`config.mk`:
```
export PLATFORM = sky130hd
export DESIGN_NAME = teamf_alu
export DESIGN_NICKNAME = d
export VERILOG_FILES = /design/src/rtl/teamf_alu.sv
export SDC_FILE = /design/constraint.sdc
export NUM_CORES = 1
export LEC_CHECK = 0
export CORE_MARGIN = 4
export CORE_UTILIZATION = 38
export DETAILED_ROUTE_END_ITERATION = 10
export PLACE_DENSITY = 0.69
export SLEW_MARGIN = 20
export SYNTH_ARGS = -nofsm -noshare
export SYNTH_HDL_FRONTEND = slang
export SYNTH_SLANG_ARGS = --single-unit
```
`constraint.sdc`:
```
create_clock -name clk -period 0.8 [get_ports clk]
set_input_delay 0.12 -clock clk [delete_from_list [all_inputs] [get_ports clk]]
set_output_delay 0.12 -clock clk [all_outputs]
set_load 0.02 [all_outputs]
```
`src/rtl/teamf_alu.sv`:
```
// Registered 4-bit ALU (ADD/SUB/AND/XOR) with a one-cycle result strobe.
// Define TEAMF_ALU_FLAGS_EN to add registered carry/borrow and zero flags.
module teamf_alu #(
  parameter int WIDTH = 4
) (
  input  logic             clk,
  input  logic             rst_n,
  input  logic             in_valid,
  input  logic [1:0]       op,
  input  logic [WIDTH-1:0] a,
  input  logic [WIDTH-1:0] b,
  output logic [WIDTH-1:0] q,
`ifdef TEAMF_ALU_FLAGS_EN
  output logic             carry,
  output logic             zero,
`endif
  output logic             out_valid
);

  typedef enum logic [1:0] {
    OP_ADD = 2'b00,
    OP_SUB = 2'b01,
    OP_AND = 2'b10,
    OP_XOR = 2'b11
  } opcode_e;

  logic [WIDTH-1:0] result_d, result_q;
  logic             valid_q;

  always_comb begin
    result_d = '0;
    unique case (opcode_e'(op))
      OP_ADD:  result_d = a + b;
      OP_SUB:  result_d = a - b;
      OP_AND:  result_d = a & b;
      OP_XOR:  result_d = a ^ b;
      default: result_d = '0;
    endcase
  end

  always_ff @(posedge clk or negedge rst_n) begin
    if (!rst_n) begin
      result_q <= '0;
      valid_q  <= 1'b0;
    end else begin
      valid_q <= in_valid;
      if (in_valid) result_q <= result_d;
    end
  end

  assign q         = result_q;
  assign out_valid = valid_q;

`ifdef TEAMF_ALU_FLAGS_EN
  logic carry_d, carry_q, zero_q;

  // A wrapped sum is smaller than either addend exactly when the add carried out.
  always_comb begin
    carry_d = 1'b0;
    unique case (opcode_e'(op))
      OP_ADD:  carry_d = (result_d < a);
      OP_SUB:  carry_d = (a < b);
      default: carry_d = 1'b0;
    endcase
  end

  always_ff @(posedge clk or negedge rst_n) begin
    if (!rst_n) begin
      carry_q <= 1'b0;
      zero_q  <= 1'b0;
    end else if (in_valid) begin
      carry_q <= carry_d;
      zero_q  <= (result_d == '0);
    end
  end

  assign carry = carry_q;
  assign zero  = zero_q;
`endif

endmodule

```
==> results of run 1 <==
[worst max path at each step]
stage	slack (ns)	endpoint	cells after the start
after floorplan	-0.77	q[3]	9
after global placement	-1.50	q[3]	10
after detailed placement	-1.53	q[3]	10
after CTS	-0.65	q[3]	10
after global routing	-0.73	q[3]	10
final	-0.66	q[3]	10
[final cells by class]
class                   count  area, um^2  share of cell area
clock buffers               4        26.3              0.0290
inverters                   5        33.8              0.0373
multi-input cells          41         423               0.467
flip-flops and latches      5         125               0.138
well taps                  14        17.5              0.0194
repair buffers             30         279               0.308
[critical path, stage by stage]
cell       delay (ns)
buf_8            0.10
inv_4            0.05
ha_4             0.19
mux2_4           0.28
inv_2            0.07
ha_4             0.19
nor2b_4          0.12
o21a_1           0.19
a2111oi_2        0.19
nand3b_1         0.15
[routing by layer]
metal / routed length (um) / GRT usage / part of all wire
met4: 12 / 0.0361 / 0.0093
met5: 0 / 0 / 0
met3: 62 / 0.0610 / 0.048
met1: 538 / 0.164 / 0.42
met2: 671 / 0.247 / 0.52
[registers in the layout, indices dropped and copies added (netlist names)]
name and count:
q 4, out_valid 1
[power by group]
group          leakage, nW  internal, mW  switching, mW
logic                0.356         0.351          0.255
registers           0.0587         0.294         0.0278
clock network       0.0150         0.189          0.111
total                0.429         0.834          0.394
[cells by family (layout without fill, tap and decap cells)]
logic type,after synthesis,in the layout,synth area share
mux,6,6,0.127
simple gates,14,14,0.166
fa+ha+maj,9,9,0.238
compound gates,9,9,0.124
buf+inv,6,39,0.0447
flops,5,5,0.248
xor+xnor,3,3,0.0521
[Yosys cell counts]
| cell | n |
|---|---|
| nor2b_2 | 1 |
| o21ai_0 | 2 |
| or3_4 | 1 |
| mux2i_1 | 3 |
| a2111oi_2 | 1 |
| a21oi_1 | 3 |
| nor3_1 | 1 |
| nand3b_1 | 1 |
| o21a_1 | 1 |
| and2b_1 | 1 |
| dfrtp_1 | 5 |
| nor2b_1 | 3 |
| ha_1 | 8 |
| a31oi_1 | 1 |
| nand2_1 | 1 |
| nand2b_1 | 1 |
| xnor2_1 | 3 |
| nor2_1 | 4 |
| inv_1 | 5 |
| fa_1 | 1 |
| mux2_2 | 3 |
| o2111ai_1 | 1 |
| buf_1 | 1 |
[what timing repair did]
action,4_1_cts,5_1_grt
resized for setup,60,6
pin swaps,6,0
buffers inserted,2,1
endpoints found under the setup margin,9,9
endpoints found under the hold margin,0,0
==> reports/metrics.csv, run 1 <==
metric,value,unit
DRT Pass-1 Iters,3,
Worst EP arrival,1.65,ns
vias in the first global route,491,
Core ar.,1170,um^2
Worst Setup End Kind,register,
DR iter-0 viols,3,
Post-CTS Hold Fix Bufs,0,
share of layout cells above drive strength 1,0.482,
initial core utilization,0.431,
"Seq/Total Area, Yosys",0.248,
largest cells by area after synthesis,"dfrtp_1, ha_1, mux2_2",
initial antenna violation count,0,
Fmax,683,MHz
Mapped Nets,74,
Synth Instances,52,
launch point of the worst reg-to-reg path,q[2],
gpl congestion,0.735,
"Clk pin slew, worst setup/hold paths",0.04,ns
worst slew pin tran,0.374,ns
Cell variety after synth,23,
RSZ-0062 raised after global routing,yes,
DP Area,817,um^2
CP Launch Type,input port,
Vias/cell,4.87,
first-pass GRT wire length,2040,um
FP Rows,12,
Yosys top cell by area,dfrtp_1,
via count,482,
H-tree Lvls,1,
Yosys Warn Count,0,
final net count,108,
routed len/inst,13.0,um
clock sinks,5,
failing checks,negative setup slack,
I/O pin total,18,
clock latency on the worst-skew pair,0.24,ns
Die H,44.4,um
DP Wirelength,950,um
PwrDens,1360,nW/um^2
Final Setup Violations,8,
fin. max-slew vios,0,
fin cells,99,
Worst Path Max Fanout,2,
Period minus WS final,1.46,ns
Post-Syn Area per Cell,9.70,um^2
Layout area overhead,79.4,%
Critical Path Source,b[0],
share of the synthesized area in the top cell type,0.248,
Die Area,1970,um^2
TritonCTS clock tree,yes,
maximum vdd drop,1.44,mV
"commonest non-fill, non-tap cell in the layout",buf_4,
R2R cell count,4,
Slew headroom,0.748,
diodes inserted,0,
r2r setup slk,-0.07,ns
Synth Cell Area,504,um^2
pin count of the biggest net entering global routing,8,
Root Buffer,clkbuf_4,
port buffer count,17,
CTS Buf Count,3,
Final period util,1.83,
Final Skew,0,ns
Total GRT Usage,0.144,
worst slack at placement,-1.53,ns
Critical Path RT,0.98,ns
most frequent cells in the layout,"buf_4, buf_6, ha_1, clkdlybuf4s50_1, dfrtp_1",
clk buf depth,2,
worst reg2reg endpoint,q[2],
drt drc,0,
worst setup margin,-0.665,ns
Pleak,0.429,nW
FILL cells,85,
final hold vios,0,
Crit Path Category,in -> reg,
Placed Cells,93,
post-layout power,1.23,mW
setup_tns,-2.24,ns
Finished Core Util,0.772,
WL final,1290,um
worst min-delay path category,in -> async,
die width,44.4,um
"antenna viol nets, final",0,
"FF+latch count, synth",5,
smallest hold slack,0.0891,ns
max_cap viols,0,
design area,905,um^2
Congestion Overflow GR,0,
status,"complete, but fails checks",
(Power assumes the default switching activity.)
==> inputs of run 2 (changes only) <==
--- a/config.mk
+++ b/config.mk
@@ -5,6 +5,7 @@
 export SDC_FILE = /design/constraint.sdc
 export NUM_CORES = 1
 export LEC_CHECK = 0
+export CAP_MARGIN = 15
 export CORE_MARGIN = 4
 export CORE_UTILIZATION = 38
 export DETAILED_ROUTE_END_ITERATION = 10
==> results of run 2 <==
Final layout, timing and power as in run 1 (identical DEF).
